### src/rtl/muldiv_unit.sv
// 32-bit iterative multiply/divide unit with architectural HI/LO registers.
// Radix-2 shift-add multiply and restoring divide, 33 cycles per operation.
module muldiv_unit (
    input  logic        clk,
    input  logic        reset_n,
    input  logic        start,
    input  logic [1:0]  op,
    input  logic [31:0] a,
    input  logic [31:0] b,
    input  logic        flush,
    input  logic        hi_we,
    input  logic        lo_we,
    input  logic [31:0] wd,
    output logic        busy,
    output logic        done,
    output logic [31:0] hi,
    output logic [31:0] lo
);
    typedef enum logic [1:0] {IDLE, CALC, FIX} state_t;

    state_t      state;
    state_t      state_nx;
    logic [1:0]  op_q;
    logic        sa;
    logic        sb;
    logic [31:0] mag_a;
    logic [31:0] mag_b;
    logic [63:0] acc;
    logic [5:0]  cnt;

    logic        accept;
    logic        in_signed;
    logic        in_sa;
    logic        in_sb;
    logic [31:0] abs_a;
    logic [31:0] abs_b;
    logic        is_div;
    logic        is_signed;

    assign accept    = (state == IDLE) && start && !flush;
    assign in_signed = ~op[0];
    assign in_sa     = in_signed & a[31];
    assign in_sb     = in_signed & b[31];
    assign abs_a     = in_sa ? -a : a;
    assign abs_b     = in_sb ? -b : b;
    assign is_div    = op_q[1];
    assign is_signed = ~op_q[0];
    assign busy      = (state != IDLE);

    // acc holds {partial product, multiplier} or {remainder, dividend/quotient}
    logic [32:0] mul_sum;
    logic [63:0] mul_nx;
    logic [32:0] div_sh;
    logic [32:0] div_diff;
    logic [63:0] div_nx;

    assign mul_sum  = {1'b0, acc[63:32]} + {1'b0, acc[0] ? mag_b : 32'd0};
    assign mul_nx   = {mul_sum, acc[31:1]};
    assign div_sh   = {acc[63:32], acc[31]};
    assign div_diff = div_sh - {1'b0, mag_b};
    assign div_nx   = div_diff[32] ? {div_sh[31:0], acc[30:0], 1'b0}
                                   : {div_diff[31:0], acc[30:0], 1'b1};

    logic [63:0] prod;
    logic [31:0] quo;
    logic [31:0] rem;
    logic [31:0] res_hi;
    logic [31:0] res_lo;

    always_comb begin
        prod   = (is_signed && (sa ^ sb)) ? -acc : acc;
        quo    = (is_signed && (sa ^ sb)) ? -acc[31:0] : acc[31:0];
        rem    = (is_signed && sa) ? -acc[63:32] : acc[63:32];
        res_hi = prod[63:32];
        res_lo = prod[31:0];
        if (is_div) begin
            res_hi = rem;
            res_lo = quo;
            // Divide by zero returns the raw dividend, rebuilt from |a|
            if (mag_b == 32'd0) begin
                res_hi = sa ? -mag_a : mag_a;
                res_lo = 32'hFFFF_FFFF;
            end
        end
    end

    always_ff @(posedge clk or negedge reset_n) begin
        if (!reset_n) state <= IDLE;
        else          state <= state_nx;
    end

    always_comb begin
        state_nx = state;
        unique case (state)
            IDLE: if (accept) state_nx = CALC;
            CALC: begin
                if (flush)               state_nx = IDLE;
                else if (cnt == 6'd31)   state_nx = FIX;
            end
            FIX:     state_nx = IDLE;
            default: state_nx = IDLE;
        endcase
    end

    always_ff @(posedge clk or negedge reset_n) begin
        if (!reset_n) begin
            op_q  <= 2'b00;
            sa    <= 1'b0;
            sb    <= 1'b0;
            mag_a <= 32'd0;
            mag_b <= 32'd0;
            acc   <= 64'd0;
            cnt   <= 6'd0;
            done  <= 1'b0;
            hi    <= 32'd0;
            lo    <= 32'd0;
        end else begin
            done <= 1'b0;
            unique case (state)
                IDLE: begin
                    if (hi_we) hi <= wd;
                    if (lo_we) lo <= wd;
                    if (accept) begin
                        op_q  <= op;
                        sa    <= in_sa;
                        sb    <= in_sb;
                        mag_a <= abs_a;
                        mag_b <= abs_b;
                        acc   <= {32'd0, abs_a};
                        cnt   <= 6'd0;
                    end
                end
                CALC: begin
                    cnt <= cnt + 6'd1;
                    acc <= is_div ? div_nx : mul_nx;
                end
                FIX: begin
                    if (!flush) begin
                        hi   <= res_hi;
                        lo   <= res_lo;
                        done <= 1'b1;
                    end
                end
                default: ;
            endcase
        end
    end
endmodule

### config.mk
export PLATFORM = sky130hd
export DESIGN_NAME = muldiv_unit
export DESIGN_NICKNAME = d
export VERILOG_FILES = /design/src/rtl/muldiv_unit.sv
export SDC_FILE = /design/constraint.sdc
export NUM_CORES = 1
export LEC_CHECK = 0
export CORE_ASPECT_RATIO = 0.5
export CORE_MARGIN = 2
export CORE_UTILIZATION = 55
export CTS_CLUSTER_SIZE = 8
export DETAILED_ROUTE_END_ITERATION = 12
export PLACE_DENSITY = 0.77
export SLEW_MARGIN = 10
export SYNTH_ARGS = -nofsm -noshare
export SYNTH_HDL_FRONTEND = slang
export SYNTH_SLANG_ARGS = --single-unit
### constraint.sdc
create_clock -name clk -period 4.2 [get_ports clk]
set_input_delay 0.84 -clock clk [delete_from_list [all_inputs] [get_ports clk]]
set_output_delay 0.84 -clock clk [all_outputs]
set_load 0.05 [all_outputs]
* After elaboration in Yosys (flattened, before gate mapping)
Cells that the tools add are included.
Storage, ports and cells: register bits after elaboration 205, input bits 104, word-level logic and storage cells 77
Cells by class: add/subtract/negate cells 9, equality and inequality tests 8, mux-type cells 29, bitwise operators 5, reductions and logical operators 15
Operators by type and width (number):
- $mux 32 | 14
- $mux 64 | 4
- $neg 32->32 | 5
- $pmux 32 s2 | 2
- $pmux 64 s2 | 1
- $neg 64->64 | 1
- $add 32x32->33 | 1
- $sub 33x32->33 | 1
- $logic_not 32->1 | 1
- $pmux 6 s2 | 1
- $ne 2x2->1 const B | 4
- $add 6x1->6 const B | 1
- $eq 6x5->1 const B | 1
- $mux 2 | 3
- $mux 6 | 1
- $reduce_and 2->1 | 3
- $reduce_and 3->1 | 2
- $reduce_bool 2->1 | 3
- $logic_and 1x1->1 | 4
- $pmux 2 s2 | 1
- $ne 3x3->1 const B | 1
- $and 1x1->1 | 2
- $eq 2x1->1 const B | 1
- $eq 2x2->1 const B | 1
- other kinds (5) | 7

* Logic depth before layout (Yosys ltp)
word-level depth 7, depth in mapped cells 14, gate-level depth less buffers 13

* Least setup slack after synthesis
Ideal clock, no wire load.
path type reg-to-reg, from register acc[31], to register acc[56], setup time 142 ps, arrival 3234 ps, required time 4058 ps, slack 824 ps, stages on the path, launching flop included 15, clock period less this slack 3376 ps, cell sequence dfrtp_1 > inv_1 > ha_1 > fa_1 > nand2b_1 > a21oi_1 > o21bai_1 > a311oi_1 > o21ai_1 > a2111o_1 > buf_2 > nor2_1 > buf_2 > mux2i_1 > o221ai_1
Between the ends: longest elaborated chain between the ends 4
Ends and longest elaborated chain:
- from (decl) | RTL line 28 | logic [63:0] acc;
- from (signal assigned) | RTL line 129 | acc <= {32'd0, abs_a};
- from (signal assigned) | RTL line 135 | acc <= is_div ? div_nx : mul_nx;
- $sub 33x32->33 | RTL line 60 | assign div_diff = div_sh - {1'b0, mag_b};
- $mux 64 | RTL line 61 | assign div_nx = div_diff[32] ? {div_sh[31:0], acc[30:0], 1'b0}
- $mux 64 | RTL line 135
- $pmux 64 s2 | RTL line 119 | unique case (state)
Every way passes these cells. A chain may end at the register's enable or synchronous reset.

* Worst setup path in the final report
from register acc[0], to register acc[60]
Between the ends: longest elaborated chain between the ends 4
Ends and longest elaborated chain:
- $mux 32 | RTL line 57 | assign mul_sum = {1'b0, acc[63:32]} + {1'b0, acc[0] ? mag_b : 32'd0};
- $add 32x32->33 | RTL line 57
- $mux 64 | RTL line 135
- $pmux 64 s2 | RTL line 119
Every way passes these cells.

==> metrics.md <==
| Metric | Value |
|---|---|
| RSZ-0062 raised after global routing | no |
| Overall routing resource usage | 0.367 |
| Remaining antenna violation count | 0 |
| First DRT Iteration DRCs | 2189 |
| H-Tree Depth | 1 |
| Synthesized netlist cell count | 2177 |
| # DRC | 0 |
| Largest net degree at the start of global routing | a little under 80 |
| Core Region | 30500 µm² |
| Routed WL | roughly 61000 µm |
| Power consumption | 12.5 mW |
| Grt ovf | 0 |
| Hold slack | 300 ps |
| Worst-path clk slew | 60 ps |
| Synth Area per Inst | between 7 and 8 µm² |
| CTS tree | yes |
| Final GP Congestion | just over 1 |
| Ant. Diodes | 0 |
| DRT Pass-1 Iters | 6 |
| Final Instance Area | 20300 µm² |
| Port Buffers | 169 |
| Setup-failing EPs final | 0 |
| Footprint of the multi-input gates | 11200 µm² |
| Req. time, crit path | 4660 ps |
| Post-Place Worst Slack | between 300 and 400 ps |
| Via-to-Cell Ratio | 6.49 |
| CTS root buffer | clkbuf_16 |
| Yosys warning count | 0 |
| Tmin final | approximately 4000 ps |
| DP Area | just under 20000 µm² |
| Max clock buf depth | 3 |
| Arr. time, crit path | approximately 4400 ps |
| Final nets | ~2.5k |
| R2R cell count | 14 |
| Placed instance count | 2706 |
| Reg2reg setup slack | 250 ps |
| Starting Density | 0.563 |
| Vias in the first global route | 16.1k |
| Leak | 8.60 nW |
| Fin. Hold Viols | 0 |
| Setup tns final | 0 ps |
| Slew @ Worst Pin | 863 ps |
| Mapped Nets | 2353 |
| Clock sinks | roughly 210 |
| Final WS setup | 247 ps |
| Outcome | finished, final reports clean |
| CP endpoint kind | flop |
| TritonCTS buffer count | 29 |
| Main synth FF type | dfrtp_1 |
| Period utilisation layout | 0.941 |
| Post-CTS setup buffer count | 0 |
| Clk_skew | between 15 and 20 ps |
| Dpl hpwl | 45000 µm |
| Layout filler cell count | 2654 |
| WL/cell | between 20 and 25 µm |
| I/O Pins | 170 |
| First-pass GRT wire length | around 93000 µm |
| Peak supply drop | 392 µV |
| Fmax | 253 MHz |
| Critical Path Start Type | flop |
| Synth unique cells | 90 |
| Total of max-cap violations | 0 |
| Cell Pwr Density | 616 nW/µm² |
| Initial antenna violation count | 0 |
| Ys async rst share | 1.00 |
| Area grow syn2layout | 17.9% |
| # hold bufs at CTS | 0 |
| Latest clock arrival within the worst-skew pair | 580 ps |
| Die H | 129 µm |
| Synthesized area | 17200 µm² |
| Seq cells post-synth | about 210 |
| Hold Crit Class | primary input to async pin |
| Post-synthesis sequential area ratio | 0.299 |
| Area of the die | 32800 µm² |
| Flip-flop and latch area | 5130 µm² |
| Die Wd | 254 µm |
| Routed via count | 17.8k |
| Placement Rows | 45 |
| R2R Path Start | acc[0] |
| CP Class | flop to flop |
| Post-layout util | 0.664 |
| CP max FO | 14 |
| EDFF count, synth | 0 |
| Max-slew violations | 0 |
| Worst Setup SP | acc[0] |
| Worst relative slew slack | 0.421 |
| Finished Layout Cells | 2738 |
| # resized after CTS | 0 |
| Layout cells sized above 1 | 0.0683 |
| R2r endpoint | acc[60] |
critical path, cell delays in order, from the launching register on:
cell and delay [ps]:
dfrtp_1 380, inv_1 620, buf_4 320, nor2_1 70, ha_1 350, and3_1 260, and3_1 190, a211oi_1 350
o221ai_1 180, o311ai_0 320, buf_4 210, a21oi_1 80, xnor2_1 150, o21ai_0 100, a211o_1 230
area by class of cell:
class / instances / area share
Sequential cell: 205 / 0.253
Clock buffer: 30 / 0.0360
Tap cell: 423 / 0.0261
Multi-Input combinational cell: 1753 / 0.552
Clock inverter: 2 / 0.00124
Inverter: 70 / 0.0130
Timing Repair Buffer: 255 / 0.119
layout by cell type, fill, tap and decap left out, types with 14 or more instances in the layout:
master / n
a211oi_1: 16
a21o_1: 49
a21oi_1: 140
a22oi_1: 14
a31oi_1: 20
and3_1: 22
buf_4: 81
clkbuf_16: 29
clkdlybuf4s50_1: 168
dfrtp_1: 204
ha_1: 70
inv_1: 69
mux2i_1: 44
nand2_1: 228
nand2b_1: 28
nand3_1: 59
nand4_1: 15
nor2_1: 191
nor3_1: 48
nor4_1: 33
o211ai_1: 47
o21a_1: 24
o21ai_0: 218
o22ai_1: 31
o31ai_1: 32
o41ai_1: 19
or3_1: 24
xnor2_1: 113
xor2_1: 89
report_power, final:
part | internal [mW] | total (mW) | switching [mW]
combinational | 2.84 | 7.13 | 4.28
clock | 1.21 | 2.13 | 0.918
sequential | 2.46 | 3.23 | 0.761
metal layers:
layer | global-route usage | share of wire | routed length, µm | vias to the layer above
met2 | 0.561 | 0.43 | 26300 | 974
li1 | - | - | - | 8151
met4 | 0.120 | 0.034 | 2050 | 0
met5 | 0 | 0 | 0 | -
met3 | 0.0702 | 0.11 | 6610 | 159
met1 | 0.524 | 0.43 | 25900 | 8485
worst max-delay path by stage:
stage | slack (ps) | to
2_1_floorplan | 820 | acc[56]
3_3_place_gp | 390 | acc[59]
3_5_place_dp | 390 | acc[60]
4_1_cts | 370 | acc[60]
5_1_grt | 60 | acc[60]
6_report | 250 | acc[60]
logic make-up after synthesis:
kind of cell / Yosys count / share of synthesized area
AO/OA/AOI/OAI: 704 / 0.261
adder cells (fa/ha/maj): 72 / 0.0533
multiplexers: 52 / 0.0309
flip-flops: 205 / 0.299
buffers and inverters: 219 / 0.0533
XOR/XNOR: 202 / 0.103
AND/OR/NAND/NOR: 723 / 0.200
state kept, by name, summed over array words and instances (netlist names):
register  count
acc          64
hi           32
lo           32
mag_a        32
mag_b        32
cnt           6
op_q          2
state         2
done          1
sa            1
sb            1
cells in the mapped netlist (29+ instances only):
| master | instances | area share |
|---|---|---|
| nand2_1 | 228 | 0.050 |
| o21ai_0 | 218 | 0.064 |
| dfrtp_1 | 205 | 0.30 |
| nor2_1 | 194 | 0.042 |
| a21oi_1 | 142 | 0.041 |
| clkbuf_1 | 125 | 0.027 |
| xnor2_1 | 113 | 0.058 |
| xor2_1 | 89 | 0.045 |
| ha_1 | 70 | 0.051 |
| inv_1 | 69 | 0.015 |
| nand3_1 | 59 | 0.017 |
| a21o_1 | 49 | 0.021 |
| nor3_1 | 48 | 0.014 |
| o211ai_1 | 47 | 0.021 |
| mux2i_1 | 44 | 0.026 |
| nor4_1 | 33 | 0.012 |
| o31ai_1 | 32 | 0.014 |
| o22ai_1 | 31 | 0.011 |
| nand2b_1 | 29 | 0.011 |
(Power assumes the default switching activity.)
